<file path="config.mk">
export PLATFORM = sky130hd
export DESIGN_NAME = par_sink_to_memory
export DESIGN_NICKNAME = d
export VERILOG_FILES = /design/src/rtl/par_sink_to_memory_pkg.sv /design/src/rtl/par_sink_to_memory_sink_fifo.sv /design/src/rtl/par_sink_to_memory.sv
export SDC_FILE = /design/constraint.sdc
export NUM_CORES = 1
export LEC_CHECK = 0
export CORE_MARGIN = 3
export CORE_UTILIZATION = 40
export DETAILED_ROUTE_END_ITERATION = 12
export PLACE_DENSITY = 0.64
export SYNTH_ARGS = -nofsm -noshare
export SYNTH_HDL_FRONTEND = slang
export SYNTH_HIERARCHICAL = 1
export SYNTH_SLANG_ARGS = --single-unit
</file>
<file path="constraint.sdc">
create_clock -name clk -period 2.5 [get_ports clk]
set_input_delay 0.375 -clock clk [delete_from_list [all_inputs] [get_ports clk]]
set_output_delay 0.375 -clock clk [all_outputs]
set_load 0.01 [all_outputs]
</file>
<file path="src/rtl/par_sink_to_memory_pkg.sv">
// Shared definitions for the parallel sink: flit geometry, counter width,
// the control-state encoding and a saturating counter helper.
package par_sink_to_memory_pkg;

    localparam int PAYLOAD_SIZE = 8;
    localparam int ADDR_BITS    = 4;
    localparam int NUM_NODES    = 16;
    localparam int RX_CNT_BITS  = 16;
    localparam int FLIT_BITS    = PAYLOAD_SIZE + ADDR_BITS;

    // The destination occupies the low bits of a flit and the payload sits above it.
    typedef struct packed {
        logic [PAYLOAD_SIZE-1:0] payload;
        logic [ADDR_BITS-1:0]    dest;
    } flit_t;

    typedef enum logic {
        ST_RUN  = 1'b0,
        ST_DONE = 1'b1
    } sink_state_t;

    typedef logic [RX_CNT_BITS-1:0] rx_cnt_t;

    function automatic rx_cnt_t sat_inc(input rx_cnt_t value);
        return (value == '1) ? value : rx_cnt_t'(value + 1'b1);
    endfunction

endpackage

</file>
<file path="src/rtl/par_sink_to_memory_sink_fifo.sv">
// Small show-ahead FIFO for the sink. The pointers carry one extra wrap bit,
// so full and empty can be told apart without keeping a separate count.
module sink_fifo #(
    parameter int width = 8,
    parameter int depth = 4
) (
    input  logic             clk,
    input  logic             reset,
    input  logic             push,
    input  logic [width-1:0] push_data,
    input  logic             pop,
    output logic [width-1:0] rd_data,
    output logic             full,
    output logic             empty
);

    localparam int AW = $clog2(depth);

    logic [AW:0]      wr_ptr;
    logic [AW:0]      rd_ptr;
    logic [width-1:0] mem [depth];
    logic             do_push;
    logic             do_pop;

    assign full    = (wr_ptr[AW] != rd_ptr[AW]) && (wr_ptr[AW-1:0] == rd_ptr[AW-1:0]);
    assign empty   = (wr_ptr == rd_ptr);
    assign do_push = push && !full;
    assign do_pop  = pop && !empty;

    always_ff @(posedge clk or negedge reset) begin
        if (!reset) begin
            wr_ptr <= '0;
            rd_ptr <= '0;
        end else begin
            if (do_push) begin
                wr_ptr <= wr_ptr + 1'b1;
            end
            if (do_pop) begin
                rd_ptr <= rd_ptr + 1'b1;
            end
        end
    end

    // NOTE: storage has no reset; resetting the pointers empties the FIFO,
    // and the empty mask below keeps stale entries off rd_data.
    always_ff @(posedge clk) begin
        if (do_push) begin
            mem[wr_ptr[AW-1:0]] <= push_data;
        end
    end

    assign rd_data = empty ? '0 : mem[rd_ptr[AW-1:0]];

endmodule

</file>
<file path="src/rtl/par_sink_to_memory.sv">
// Ejection-port sink: checks flit destinations against this node's id, queues
// matching payloads for the local consumer and flags a complete message.
module par_sink_to_memory
    import par_sink_to_memory_pkg::*;
#(
    parameter int id       = -1,
    parameter int depth    = 4,
    parameter int msg_size = 12
) (
    input  logic                    clk,
    input  logic                    reset,
    input  logic [FLIT_BITS-1:0]    item_in,
    input  logic                    valid,
    output logic                    busy,
    input  logic                    rd_en,
    output logic [PAYLOAD_SIZE-1:0] rd_data,
    output logic                    rd_valid,
    output logic [RX_CNT_BITS-1:0]  rx_count,
    output logic [RX_CNT_BITS-1:0]  misroute_count,
    output logic                    done
);

    // An id outside the address range (the default -1) never matches any flit.
    localparam bit                   ID_VALID = (id >= 0) && (id < (1 << ADDR_BITS));
    localparam logic [ADDR_BITS-1:0] ID_ADDR  = ADDR_BITS'(id);
    localparam rx_cnt_t              MSG_LAST = rx_cnt_t'(msg_size - 1);

    flit_t       flit;
    sink_state_t state;
    logic        fifo_full;
    logic        fifo_empty;
    logic        accept;
    logic        dest_match;
    logic        accept_match;
    logic        accept_miss;

    always_comb begin
        // NOTE: every signal gets its default first, so no branch leaves one
        // unassigned and no latch is inferred.
        flit         = flit_t'(item_in);
        dest_match   = 1'b0;
        accept       = 1'b0;
        accept_match = 1'b0;
        accept_miss  = 1'b0;
        if (ID_VALID && (flit.dest == ID_ADDR)) begin
            dest_match = 1'b1;
        end
        // busy depends only on registered occupancy, so a misrouted flit also waits.
        if (valid && !fifo_full) begin
            accept       = 1'b1;
            accept_match = dest_match;
            accept_miss  = !dest_match;
        end
    end

    sink_fifo #(
        .width (PAYLOAD_SIZE),
        .depth (depth)
    ) u_fifo (
        .clk       (clk),
        .reset     (reset),
        .push      (accept_match),
        .push_data (flit.payload),
        .pop       (rd_en),
        .rd_data   (rd_data),
        .full      (fifo_full),
        .empty     (fifo_empty)
    );

    assign busy     = fifo_full;
    assign rd_valid = !fifo_empty;

    always_ff @(posedge clk or negedge reset) begin
        if (!reset) begin
            rx_count       <= '0;
            misroute_count <= '0;
        end else begin
            // NOTE: sequential state uses non-blocking assignments, so every
            // update reads the value from before this edge.
            if (accept_match) begin
                rx_count <= sat_inc(rx_count);
            end
            if (accept_miss) begin
                misroute_count <= sat_inc(misroute_count);
            end
        end
    end

    always_ff @(posedge clk or negedge reset) begin
        if (!reset) begin
            state <= ST_RUN;
            done  <= 1'b0;
        end else begin
            case (state)
                ST_RUN: begin
                    if (accept_match && (rx_count == MSG_LAST)) begin
                        state <= ST_DONE;
                        done  <= 1'b1;
                    end
                end
                ST_DONE: begin
                    done <= 1'b1;
                end
                default: begin
                    state <= ST_RUN;
                    done  <= 1'b0;
                end
            endcase
        end
    end

endmodule

</file>
==> impl_results.md <==
- Status: finished, final reports clean
- Routed WL: 4525 microns
- CTS max path bufs: 2
- Final Cycle Share: 95.63%
- Row count: 29
- Post-synthesis async set-or-reset flop share: 40.74%
- Root buffer selected by CTS: clkbuf_8
- DP Area: 3117 sq um
- Final HPWL DP: 3248 microns
- Post-cts hold buffer count: 0
- FF-to-FF setup slack: 0.35 ns
- VDD IR max: 0.6088 mV
- CP max stage cell: mux4_1
- Worst Max-Slew Pin Slew: 0.7055 ns
- Clock sinks: 54
- Reg power frac: 38.4%
- Final setup violation count: 0
- Dpl cells: 310
- # diodes: 0
- Placeable Area: 6386 sq um
- First-pass GRT wire length: 7514 microns
- DR DRC count: 0
- Share of cells above drive strength 1: 11.93%
- Count of cell types in the netlist: 39
- Pin count of the biggest net entering global routing: 23
- RSZ-0062 raised after global routing: no
- Clk slew on worst S/H paths: 0.09 ns
- Gpl congestion: 0.7817
- Crit Path Class: flop to output pin
- Synthesized area per cell: 14.18 sq um
- Fin cells: 320
- Cell taking the most area after synthesis: edfxtp_1
- Gate Count Post-Synth: 187
- Gate power share: 48.5%
- Fin area: 3252 sq um
- Final ANT Viol Nets: 0
- Die Wd: 87.42 microns
- Number of global-route vias before repair: 1,543
- CTS Buf Count: 5
- HP Class: input pin to async pin
- I/O Buffers: 37
- Critical Path AT: 2.02 ns
- Delay of the slowest critical-path stage: 0.56 ns
- Synthesized area: 2651 sq um
- TritonCTS clock tree: built
- Synthesis Warnings: 6
- Worst skew pair latency: 0.30 ns
- Fmax: 0.4183 GHz
- Ys flop type: edfxtp_1
- Synth area leaders: edfxtp_1 36%, dfrtp_1 21%, mux4_1 6.9%
- Pre-CTS WS: 0.2308 ns
- Hold Vio Cnt, Final: 0
- Routed WL per cell: 14.14 microns
- Final design utilization: 50.92%
- Pins Over Slew Limit: 0
- Pwr Density: 1170 nW/um^2
- Initial antenna violation count: 0
- P_int: 2.439 mW
- CP startpoint kind: flop
- Minimum clock period: 2.391 ns
- Area Overhead vs Synth: 22.65%
- CP Capture Type: output pin
- Initial drt markers: 31
- Max cap viols: 0
- Critical path required time: 2.12 ns
- Starting Density: 41.52%
- GRT overflow: 0
- Max FO, Critical Path: 12
- Worst setup margin: 0.1093 ns
- Die area: 7641 sq um
- Vias post-DR: 1,558
- Synth Register Bits: 54
- Die height: 87.42 microns
- Leakage power: 1.284 nW
- Sw Ratio: 35.91%
- H-tree level count: 2
- Switching pwr: 1.366 mW
- Cells along the critical path: buf_12 > mux4_1 > nor2b_1 > clkdlybuf4s50_1
- Number of synthesized flops with an enable pin: 32
- DR vias/cell: 4.869
- Power share of the clock group: 13.1%
- TNS Setup: 0 ns
- First drt pass iteration count: 4
- Slew headroom: 52.82%
- Layout Skew: 0.006506 ns
- I/O Pins: 59
- Seq/Total Area, Yosys: 57.01%
- Gr usage total: 12.95%
- Final #Nets: 264
- Top cell type's share of synthesized area: 36.24%
==> area by class of cell <==
type / count / area, sq um
fillers: 554 / 3134
repair buffers: 46 / 450.4
well taps: 77 / 96.34
clock buffers: 6 / 82.58
multi-input cells: 130 / 1080
flip-flops and latches: 54 / 1511
clock inverters: 2 / 12.51
inverters: 5 / 18.77
==> registers in the layout, summed over array words and instances (netlist names) <==
name,cells
misroute_count,16
u_fifo/wr_ptr,3
u_fifo/mem,32
u_fifo/rd_ptr,3
==> per-stage QoR <==
step	power [mW]	hold slack, ns
after global placement	3.191	0.5001
after detailed placement	3.219	0.5079
after floorplan	2.446	0.07941
after CTS	3.743	0.4212
final	3.805	0.4149
after global routing	4.054	0.4396
==> what timing repair did <==
item / CTS / global route
buffers inserted: 0 / 2
pin swaps: 0 / 1
gates resized for setup: 1 / 2
setup endpoints to repair: 9 / 6
==> layer usage <==
metal	share of wire [%]	GRT usage, %
met1	47	17.34
met2	48	20.82
met3	4.4	3.311
met4	1.1	3.766
met5	0	0
==> synthesized netlist by cell type (3+ instances only) <==
cell type,instances
o31ai_1,4
nor2_1,3
dfrtp_1,22
nor4_1,5
a21oi_1,4
inv_1,5
and3_1,4
xnor2_1,6
ha_1,6
nand2b_1,3
buf_4,17
nor3_1,6
xor2_1,17
edfxtp_1,32
mux4_1,7
nor2b_1,8
nand4_1,4
nand2_1,7
nand3_1,3
==> critical path: cells and delay by family (launching register included) <==
| kind | cells | cell delay, ns |
|---|---|---|
| buffers and inverters | 2 | 0.63 |
| DFF | 1 | 0.38 |
| muxes | 1 | 0.56 |
| and+or+nand+nor | 1 | 0.15 |
==> cells in the final DEF (no fill, tap or decap), types with 4 or more instances in the layout <==
master           instances
nand4_1                  4
nand2_1                  7
nor3_1                   6
ha_1                     6
edfxtp_1                32
and3_1                   4
dfrtp_1                 22
clkdlybuf4s50_1         37
inv_1                    5
mux4_1                   7
nor2b_1                  8
xnor2_1                  6
xor2_1                  16
clkbuf_8                 6
a21oi_1                  4
nor4_1                   5
o31ai_1                  4
conb_1                  24
buf_4                    8
==> cell families after synthesis <==
family	Yosys count	synth area share [%]
XOR/XNOR	25	8.825
multiplexers	9	8.353
AO/OA/AOI/OAI	12	3.256
AND/OR/NAND/NOR	54	13.12
adder cells (fa/ha/maj)	6	2.831
buffers and inverters	26	6.465
other	1	0.1414
flip-flops	54	57.01
==> worst paths after layout <==
path,start,end,cells past startpoint
setup / recovery,u_fifo/rd_ptr[0],rd_data[2],4
setup reg to reg,u_fifo/rd_ptr[2],misroute_count[12],7
hold reg to reg,misroute_count[15],misroute_count[15],1
hold / removal,reset,misroute_count[9],2
min in group clk,misroute_count[15],misroute_count[15],1
max in group asynchronous,reset,misroute_count[14],2
==> power by group through the flow <==
stage | Sequential [mW] | Combinational (mW) | Clock, mW
floorplan | 1.46 | 0.984 | 0
global placement | 1.46 | 1.73 | 0
detailed placement | 1.47 | 1.75 | 0
CTS | 1.46 | 1.78 | 0.508
global route | 1.50 | 2.01 | 0.547
finish | 1.46 | 1.85 | 0.498
Power figures use the tool's default switching activity.
